==> config.mk <==
export PLATFORM = sky130hd
export DESIGN_NAME = div_nbit_seq_flat
export DESIGN_NICKNAME = d
export VERILOG_FILES = /design/src/rtl/div_nbit_seq_if.sv /design/src/rtl/div_nbit_seq.sv /design/src/flat_wrapper.sv
export SDC_FILE = /design/constraint.sdc
export NUM_CORES = 1
export LEC_CHECK = 0
export BUFFER_PORTS_ARGS = -buffer_cell sky130_fd_sc_hd__buf_2
export CORE_MARGIN = 4
export CORE_UTILIZATION = 49
export CTS_CLUSTER_SIZE = 10
export DETAILED_ROUTE_END_ITERATION = 8
export PLACE_DENSITY = 0.68
export REMOVE_ABC_BUFFERS = 1
export SLEW_MARGIN = 15
export SYNTH_ARGS = -nofsm -noshare
export SYNTH_HDL_FRONTEND = slang
export SYNTH_SLANG_ARGS = --single-unit
==> constraint.sdc <==
create_clock -name clk -period 3.6 [get_ports clk]
set_input_delay 0.72 -clock clk [delete_from_list [all_inputs] [get_ports clk]]
set_output_delay 0.72 -clock clk [all_outputs]
set_load 0.01 [all_outputs]
==> src/rtl/div_nbit_seq_if.sv <==
// Operand/result handshake bundle for the
// sequential unsigned divider.
interface div_nbit_seq_if #(
  parameter int n = 8
);
  logic         in_valid;
  logic         in_ready;
  logic [n-1:0] dividend;
  logic [n-1:0] divisor;
  logic         out_valid;
  logic         out_ready;
  logic [n-1:0] quotient;
  logic [n-1:0] remainder;
  logic         div_by_zero;

  modport master (
    output in_valid,
    output dividend,
    output divisor,
    output out_ready,
    input  in_ready,
    input  out_valid,
    input  quotient,
    input  remainder,
    input  div_by_zero
  );

  modport slave (
    input  in_valid,
    input  dividend,
    input  divisor,
    input  out_ready,
    output in_ready,
    output out_valid,
    output quotient,
    output remainder,
    output div_by_zero
  );
endinterface

==> src/rtl/div_nbit_seq.sv <==
// Radix-2 restoring divider, one trial
// subtraction per cycle, one op in flight.
module div_nbit_seq #(
  parameter int n = 8
) (
  input logic          clk,
  input logic          rst,
  div_nbit_seq_if.slave bus
);
  localparam int cw = $clog2(n + 1);
  localparam logic [cw-1:0] last = cw'(n - 1);

  typedef enum logic [1:0] {
    IDLE,
    BUSY,
    DONE
  } state_t;

  state_t       state;
  logic [cw-1:0] cnt;
  logic [n-1:0] q;
  logic [n-1:0] dsr;
  logic [n-1:0] r;
  logic         dbz;

  // The remainder register stays below the
  // divisor, so n bits hold it; the shifted
  // trial value needs n+1 bits so a full
  // scale operand cannot overflow.
  logic [n:0] r_sh;
  logic [n:0] diff;

  assign r_sh = {r, q[n-1]};
  assign diff = r_sh - {1'b0, dsr};

  // Control FSM plus shift/subtract datapath.
  always_ff @(posedge clk) begin
    if (rst) begin
      state <= IDLE;
      cnt   <= '0;
      q     <= '0;
      dsr   <= '0;
      r     <= '0;
      dbz   <= 1'b0;
    end else begin
      unique case (state)
        IDLE: begin
          if (bus.in_valid) begin
            if (bus.divisor == '0) begin
              q     <= '1;
              r     <= bus.dividend;
              dbz   <= 1'b1;
              state <= DONE;
            end else begin
              q     <= bus.dividend;
              dsr   <= bus.divisor;
              r     <= '0;
              cnt   <= '0;
              dbz   <= 1'b0;
              state <= BUSY;
            end
          end
        end
        BUSY: begin
          q   <= {q[n-2:0], ~diff[n]};
          r   <= diff[n] ? r_sh[n-1:0]
                         : diff[n-1:0];
          cnt <= cnt + cw'(1);
          if (cnt == last)
            state <= DONE;
        end
        DONE: begin
          if (bus.out_ready)
            state <= IDLE;
        end
        default: state <= IDLE;
      endcase
    end
  end

  assign bus.in_ready    = (state == IDLE);
  assign bus.out_valid   = (state == DONE);
  assign bus.quotient    = q;
  assign bus.remainder   = r;
  assign bus.div_by_zero = dbz;
endmodule

==> src/flat_wrapper.sv <==
// flat-port wrapper written by rule: the top's interface ports become plain ports
module div_nbit_seq_flat 
#(
  parameter int n = 8
)
  (clk, rst, bus_in_valid, bus_dividend, bus_divisor, bus_out_ready, bus_in_ready, bus_out_valid, bus_quotient, bus_remainder, bus_div_by_zero);
  div_nbit_seq_if #(.n(n)) bus_i ();
  input logic clk;
  input logic rst;
  input wire logic [$bits(bus_i.in_valid)-1:0] bus_in_valid;
  input wire logic [$bits(bus_i.dividend)-1:0] bus_dividend;
  input wire logic [$bits(bus_i.divisor)-1:0] bus_divisor;
  input wire logic [$bits(bus_i.out_ready)-1:0] bus_out_ready;
  output wire logic [$bits(bus_i.in_ready)-1:0] bus_in_ready;
  output wire logic [$bits(bus_i.out_valid)-1:0] bus_out_valid;
  output wire logic [$bits(bus_i.quotient)-1:0] bus_quotient;
  output wire logic [$bits(bus_i.remainder)-1:0] bus_remainder;
  output wire logic [$bits(bus_i.div_by_zero)-1:0] bus_div_by_zero;
  assign bus_i.in_valid = bus_in_valid;
  assign bus_i.dividend = bus_dividend;
  assign bus_i.divisor = bus_divisor;
  assign bus_i.out_ready = bus_out_ready;
  assign bus_in_ready = bus_i.in_ready;
  assign bus_out_valid = bus_i.out_valid;
  assign bus_quotient = bus_i.quotient;
  assign bus_remainder = bus_i.remainder;
  assign bus_div_by_zero = bus_i.div_by_zero;
  div_nbit_seq #(.n(n)) u_core (.clk(clk), .rst(rst), .bus(bus_i));
endmodule
# == Word-level counts from Yosys, hierarchy flattened ==
# Index checks and enable logic that the tools add are counted.
# totals
regBits,31
latch_bits,0
mem_bits_rw,0
romBits,0
input_bits,20
out_inout_bits,19
mem_count,0
# classes
addsub,2
multipliers,0
div,0
order_cmp,0
eq_ne,7
shifts,0
n_mux,16
bitwise,2
reduce_logical,8
# ops
cell,n
$mux W8,5
$pmux W8 S2,2
$reduce_and A3 Y1,3
$sub A9 B8 Y9,1
$logic_not A8 Y1,1
$mux W2,4
$mux W4,2
$pmux W4 S2,1
$ne A2 B2 Y1 const B,3
$pmux W2 S3,1
$add A4 B1 Y4 const B,1
$eq A4 B3 Y1 const B,1
$reduce_and A2 Y1,2
$eq A2 B1 Y1 const B,1
$eq A2 B2 Y1 const B,1
$logic_not A2 Y1,1
$ne A2 B1 Y1 const B,1
$not A1 Y1,2
$reduce_bool A2 Y1,1
$mux W1,1

# == Depth between registers and ports, before layout ==
# Gate-level depths: netlist (run 1).
# logic_depth
depth_word,4
ltp_mapped,11
depth_no_buf,10

# == Least setup slack after synthesis (run 1) ==
# No wires, ideal clock.
# synth_timing
kind,register to register
startpoint,register u_core.q[7] (netlist: u_core.bus.quotient[7])
endpoint,register u_core.r[3] (netlist: u_core.bus.remainder[3])
setup_ns,0.116
arrival_ns,2.253
path_slack_ns,1.231
stages_incl_launch_ff,12
path_cell_list,dfxtp_1 -> inv_1 -> ha_1 -> inv_1 -> fa_1 -> a211oi_4 -> nor3_2 -> mux2_4 -> nor2_2 -> buf_6 -> o31ai_1 -> a41o_1
# synth_between
elab_chain_cells,3
# synth_lines
element,line,rtl
start: declaration,div_nbit_seq.sv:21,logic [n-1:0] q;
start signal: assignment,div_nbit_seq.sv:55,q <= bus.dividend;
start signal: assignment,div_nbit_seq.sv:65,"q <= {q[n-2:0], ~diff[n]};"
$sub A9 B8 Y9,div_nbit_seq.sv:34,"assign diff = r_sh - {1'b0, dsr};"
$mux W8,div_nbit_seq.sv:66,r <= diff[n] ? r_sh[n-1:0]
$pmux W8 S2,div_nbit_seq.sv:46,unique case (state)
end signal: assignment,div_nbit_seq.sv:51,r <= bus.dividend;
end signal: assignment,div_nbit_seq.sv:66,
end: declaration,div_nbit_seq.sv:23,logic [n-1:0] r;
# Every way passes these cells.
# A chain may end at the register's enable or synchronous reset.

# == Final worst setup path (run 1) ==
# Same ends and word-level chain as after synthesis.

==> results of run 1 <==
registers in the layout, indices dropped and copies added (netlist names):
register                count
u_core.dsr                  8
u_core.bus.remainder        8
u_core.cnt                  4
u_core.bus.quotient         8
u_core.bus.div_by_zero      1
u_core.state                2
metal layers:
layer,vias to the layer above,global-route usage (%),wire [um]
met5,-,0,0
met4,0,5.219,68
met3,8,5.189,253
met2,54,33.47,2438
met1,930,26.94,2391
li1,1004,-,-
final timing paths:
path,start,end,slack [ns],cells after the start
worst max-delay path,u_core.bus.quotient[7]$_SDFFE_PP0P_,u_core.bus.remainder[3]$_SDFFE_PP0P_,0.87,10
worst min-delay path,u_core.dsr[6]$_SDFFE_PP0P_,u_core.dsr[6]$_SDFFE_PP0P_,0.46,2
worst max register to register,u_core.bus.quotient[7]$_SDFFE_PP0P_,u_core.bus.remainder[3]$_SDFFE_PP0P_,0.87,10
worst min register to register,u_core.dsr[6]$_SDFFE_PP0P_,u_core.dsr[6]$_SDFFE_PP0P_,0.46,2
cells in the final DEF (no fill, tap or decap), types with 2 or more instances in the layout:
cell type   n
o41ai_1     2
nor2_1     42
nand2_1    33
a21o_1      3
buf_2      38
mux2_2      2
clkbuf_8    5
nand4_1     3
nand3_1     9
inv_1      13
or3_1       2
dfxtp_1    31
xor2_1      2
o21ai_0    13
a221oi_1    4
ha_1        9
nor4_1      2
a41o_1      2
xnor2_1     2
o221ai_1    6
o2bb2ai_1   2
nor3_1      7
a211oi_1    4
a221o_1     2
nand2b_1    5
a21oi_1    24
power by group:
part | internal (mW) | leakage (nW) | switching, mW | total (mW)
clock network | 0.206 | 0.0581 | 0.138 | 0.344
registers | 0.385 | 0.255 | 0.0495 | 0.435
logic | 0.229 | 0.654 | 0.330 | 0.559
total | 0.821 | 0.967 | 0.517 | 1.34
through the flow:
stage	hold WS [ns]	area [sq um]	utilization, %
after global routing	0.4749	2276	60.35
after global placement	0.4448	2163	57.37
after detailed placement	0.4494	2163	57.37
after floorplan	0.4303	1906	-
final	0.4555	2276	60.35
after CTS	0.4582	2276	60.35
worst max-delay path: cells and delay by family, from the launching register on:
family	cells	cell delay (ns)
AO/OA/AOI/OAI	3	0.69
adder cells (fa/ha/maj)	2	0.59
AND/OR/NAND/NOR	2	0.47
flip-flops	1	0.35
multiplexers	1	0.34
buffers and inverters	2	0.14
layout make-up:
type,count,area [sq um]
clock buffers,5,68.82
clock inverters,3,43.79
fillers,370,1495
inverters,13,48.80
multi-input cells,204,1236
flip-flops and latches,31,620.6
well taps,48,60.06
repair buffers,39,197.7
cells by family after synthesis:
group	after synthesis
AO/OA/AOI/OAI	75
XOR/XNOR	4
adder cells (fa/ha/maj)	10
buffers and inverters	27
flip-flops	31
multiplexers	4
AND/OR/NAND/NOR	111
==> flow_summary.yaml, run 1 <==
floorplanning:
  ios: 39
  fp.dieH_um: 71.36
  die_x_um: 71.36
  die_area_sq_um: 5092
  initial_core_util_pct: 52.16
  rows: 22
  core_area_sq_um: 3771
logic_synthesis:
  synth.top_cells.by_count: "nor2_1, nand2_1, dfxtp_1"
  yosysSeqAreaShare_pct: 31.55
  syn-cell-area_sq_um: 1967
  syn_inst: 262
  yosysUniqueCellTypes: 51
  yosys_register_bits: 31
  synthFlopType: "dfxtp_1"
  synth_xor_area_share_pct: 1.781
  synthAdderAreaFrac_pct: 6.743
  synth_compound_area_share_pct: 26.65
  yosys.cell_count.top_type: "nor2_1"
  synth_mux_area_share_pct: 2.417
  synth.yosys.warnings: 0
  netlist.area_leader.share_pct: 31.55
  synthSimpleGateAreaFrac_pct: 25.25
  async_flop_share_pct: 0
  synth_top_family_by_area: "compound AO/OA/AOI/OAI gates"
  syn_avg_cell_area_sq_um: 7.507
  synth_area_leader_cell: "dfxtp_1"
  synth_enable_flop_cells: 0
  synthTopCellsByArea: "dfxtp_1, nor2_1, nand2_1"
worst_setup_path:
  required_ns: 3.77
  critPathLaunchType: "flip-flop"
  worst_path_most_repeated_cell: "inv_1"
  path_cells: "inv_1 > ha_1 > inv_1 > fa_1 > a211oi_4 > nor3_2 > mux2_4 > nor2_2 > o31ai_1 > a41o_1"
  critPathKind: "reg2reg"
  crit_path_end_kind: "flip-flop"
  worst_ep_arrival_time_ns: 2.90
  cp_max_fo: 11
  cp_slowest_cell: "fa_1"
  cpPeakStageDelay_ns: 0.43
drt:
  antenna_left: 0
  routedWlPerCell_um: 15.02
  drc: 0
  vias: 1996
  drtIter0Drc: 163
  drtPass1Iterations: 4
  routed_wl_um: 5151
  avgViaCountPerCell: 5.819
pwr:
  p_leak_nw: 0.9673
  ir_drop_uv: 448.8
  power_density_nw_per_um2: 587.7
  finalPower_mw: 1.338
timing:
  maxSlewViolCount: 0
  finClkSkew_ns: 0.01042
  fin_crit_sh_pct: 75.72
  grt_setup_unrepaired: "no"
  max_slew.worst_pin.slew_ns: 0.6831
  tns_ns: 0
  hold_violations: 0
  maxSlewHeadroom_pct: 54.04
  fin_crit_ns: 2.726
  finalSetupViolCount: 0
  layout_setup_ws_ns: 0.8742
  max_freq_ghz: 0.3669
clock_tree:
  cts_buffers: 5
  cts_setup_buffers: 0
  cts.clk_slew.worst_paths_ns: 0.08
  clk_path_buf_depth: 2
  cts_max_level: 2
  cts_tree: "done"
  cts_root_buf: "clkbuf_8"
  clock_latency_ns: 0.29
  cts.sink_count: 31
  postCtsHoldBufs: 0
  ctsResizeCount: 0
placed_design:
  gp_congestion: 0.9450
  place_inst: 335
  dp_hpwl_um: 3844
  placement.io_buffers: 38
  pre_cts_ws_ns: 0.9362
job:
  max_cap_viol_count: 0
grt:
  grt_pass1_vias: 1811
  grt_pass1_wl_um: 8418
  grt.overflow.total: 0
  grt_max_degree: 25
  antenna_found_initial: 0
  grt_usage_pct: 20.50
cells_and_area:
  fin_nets: 324
  n_antenna_cell: 0
  drive_gt1_share_pct: 19.32
  areaGrowthSynthToFinish_pct: 15.71
  finalNonFillerCells: 343
outcome:
  status: "finished clean"
worst_hold_path:
  worst_hold_path_type: "reg2reg"
Power figures use the tool's default switching activity.
==> run 2, diff against run 1 <==
--- a/config.mk
+++ b/config.mk
@@ -5,6 +5,7 @@
 export SDC_FILE = /design/constraint.sdc
 export NUM_CORES = 1
 export LEC_CHECK = 0
+export ABC_AREA = 1
 export BUFFER_PORTS_ARGS = -buffer_cell sky130_fd_sc_hd__buf_2
 export CORE_MARGIN = 4
 export CORE_UTILIZATION = 49
==> constraint.sdc (replaced) <==
create_clock -name clk -period 2.67 [get_ports clk]
set_input_delay 0.534 -clock clk [delete_from_list [all_inputs] [get_ports clk]]
set_output_delay 0.534 -clock clk [all_outputs]
set_load 0.01 [all_outputs]
==> run 2 against run 1 <==
Routed wire length fell by 8.2%. First-iteration DRC count shrank 37%. Cell count up 13%.
==> flow_summary.yaml, run 2 <==
outcome:
  status: "finished clean"
worst_setup_path:
  reg2reg_from: "u_core.bus.quotient[7]$_SDFFE_PP0P_"
  r2r_end: "u_core.bus.remainder[7]$_SDFFE_PP0P_"
  crit_path_end_kind: "flip-flop"
  critPathLaunchType: "flip-flop"
  r2r_cells: 14
  r2r_slack_ns: 0.52
  required_ns: 2.85
  cp_max_fo: 8
  cp-endpoint: "u_core.bus.remainder[7]$_SDFFE_PP0P_"
  cp-startpoint: "u_core.bus.quotient[7]$_SDFFE_PP0P_"
  critPathKind: "reg2reg"
  worst_ep_arrival_time_ns: 2.33
timing:
  grt_setup_unrepaired: "no"
  fin_crit_sh_pct: 80.46
  finClkSkew_ns: 0.005868
  max_freq_ghz: 0.4655
  fin_crit_ns: 2.148
  maxSlewHeadroom_pct: 65.85
  hold_violations: 0
  max_slew.worst_pin.slew_ns: 0.5118
  finalSetupViolCount: 0
  tns_ns: 0
  maxSlewViolCount: 0
  layout_setup_ws_ns: 0.5216
placed_design:
  pre_cts_ws_ns: 0.5490
  placement.io_buffers: 38
  dp_hpwl_um: 3608
  gp_congestion: 0.8652
pwr:
  switching_share_pct: 37.38
  p_switching_mw: 0.6281
  p_int_mw: 1.052
  seq_power_share_pct: 33.1
  p_comb_share_pct: 37.9
  power_density_nw_per_um2: 743.1
  p_leak_nw: 1.202
  ir_drop_uv: 455.0
  pwr-share-clk_pct: 29.1
logic_synthesis:
  synthFlopType: "dfxtp_1"
  synth.top_cells.by_count: "nand2_1, inv_1, dfxtp_1"
  synth_enable_flop_cells: 0
  syn_avg_cell_area_sq_um: 6.470
  async_flop_share_pct: 0
  syn_inst: 298
  yosysSeqAreaShare_pct: 32.19
  netlist.area_leader.share_pct: 32.19
  synth.yosys.warnings: 0
  synth_area_leader_cell: "dfxtp_1"
  syn-cell-area_sq_um: 1928
  yosys_register_bits: 31
  yosysUniqueCellTypes: 30
  synthTopCellsByArea: "dfxtp_1, nand2_1, inv_1"
  yosys.cell_count.top_type: "nand2_1"
drt:
  avgViaCountPerCell: 5.026
  drtIter0Drc: 103
  antenna_left: 0
  routedWlPerCell_um: 12.22
  drc: 0
  vias: 1945
  routed_wl_um: 4728
  drtPass1Iterations: 4
clock_tree:
  cts.sink_count: 31
  cts_max_level: 2
  clock_latency_ns: 0.29
  cts_tree: "done"
  cts_buffers: 5
  cts.clk_slew.worst_paths_ns: 0.07
  postCtsHoldBufs: 0
  cts_setup_buffers: 0
  clk_path_buf_depth: 2
  ctsResizeCount: 0
  cts_root_buf: "clkbuf_8"
worst_hold_path:
  worstHoldPathCells: 2
  worst_hold_path_type: "in2reg"
grt:
  grt_max_degree: 21
  grt_pass1_wl_um: 8004
  grt.overflow.total: 0
  grt_usage_pct: 19.84
  grt_pass1_vias: 1810
  antenna_found_initial: 0
floorplanning:
  die_x_um: 70.73
  core_area_sq_um: 3744
  initial_core_util_pct: 51.50
  rows: 22
  fp.dieH_um: 70.73
  ios: 39
  die_area_sq_um: 5003
cells_and_area:
  final_cell_mix: "nand2_1, inv_1, buf_2"
  fin_nets: 368
  drive_gt1_share_pct: 16.81
  layout_commonest_cell: "nand2_1"
  areaGrowthSynthToFinish_pct: 17.26
  n_antenna_cell: 0
job:
  max_cap_viol_count: 0
run 2: cell types whose count changed after synthesis, sizes merged, moves of 5 or more:
| cell | delta |
|---|---|
| inv | +49 |
| nand2 | +34 |
| nor2 | -15 |
| o21ai | +15 |
| clkbuf | -9 |
| nand3 | +9 |
| a211oi | -6 |
| o221ai | -6 |
| nand2b | -5 |
| nor3 | -5 |
run 2: logic make-up (layout without fill, tap and decap cells):
logic type	Yosys count	in the layout	share of synthesized area, %
AND/OR/NAND/NOR	123	123	27.45
buffers and inverters	69	110	14.67
AO/OA/AOI/OAI	62	62	17.46
flip-flops	31	31	32.19
adder cells (fa/ha/maj)	10	10	6.879
XOR/XNOR	3	3	1.363
run 2: area by class of cell:
cell class                      count  area, sq um
Inverter                           62        232.7
Fill cell                         387         1483
Clock buffer                        6        82.58
Clock inverter                      2        35.03
Timing Repair Buffer               40        205.2
Multi-Input combinational cell    198         1025
Tap cell                           48        60.06
Sequential cell                    31        620.6
run 2: power by group through the flow:
stage	Clock (mW)	Combinational, mW	Sequential [mW]
floorplan	0	0.450	0.577
global placement	0	0.621	0.566
detailed placement	0	0.629	0.566
CTS	0.500	0.635	0.556
global route	0.520	0.740	0.564
finish	0.488	0.636	0.556
run 2: metrics by stage:
stage,hold slack (ns),utilization [%],total power [mW],std cells,area [sq um]
global placement,0.4551,57.25,1.187,379,2143
global route,0.4515,60.39,1.824,387,2261
CTS,0.4411,60.39,1.692,387,2261
detailed placement,0.4570,57.25,1.196,379,2143
finish,0.4540,60.39,1.680,387,2261
floorplan,0.4353,-,1.026,291,1878
run 2: how the worst min path moves through the flow:
stage	startpoint	endpoint	slack (ns)
floorplan	u_core.dsr[2]$_SDFFE_PP0P_	u_core.dsr[2]$_SDFFE_PP0P_	0.44
global placement	u_core.dsr[7]$_SDFFE_PP0P_	u_core.dsr[7]$_SDFFE_PP0P_	0.46
detailed placement	u_core.dsr[7]$_SDFFE_PP0P_	u_core.dsr[7]$_SDFFE_PP0P_	0.46
CTS	rst	u_core.state[0]$_SDFFE_PP0P_	0.44
global route	rst	u_core.state[0]$_SDFFE_PP0P_	0.45
finish	rst	u_core.state[0]$_SDFFE_PP0P_	0.45
run 2: metal layers:
metal | track usage (%) | vias up | share of wire (%)
met1 | 25.24 | 856 | 47
met4 | 5.219 | 0 | 1.1
met5 | 0 | - | 0
met2 | 32.44 | 59 | 46
li1 | - | 1024 | -
met3 | 6.392 | 6 | 6.4
run 2: worst max-delay path, stage by stage, from the launching register on:
cell and delay (ns):
dfxtp_1 0.31, inv_1 0.09, ha_1 0.18, inv_1 0.09, fa_1 0.41, nand2_1 0.08, nand2_1 0.08, nand3_1 0.14
nand2_1 0.09, nand2_1 0.07, nand2_1 0.18, nor2_1 0.16, nor2_1 0.07, nor2_1 0.08, nor2_1 0.04
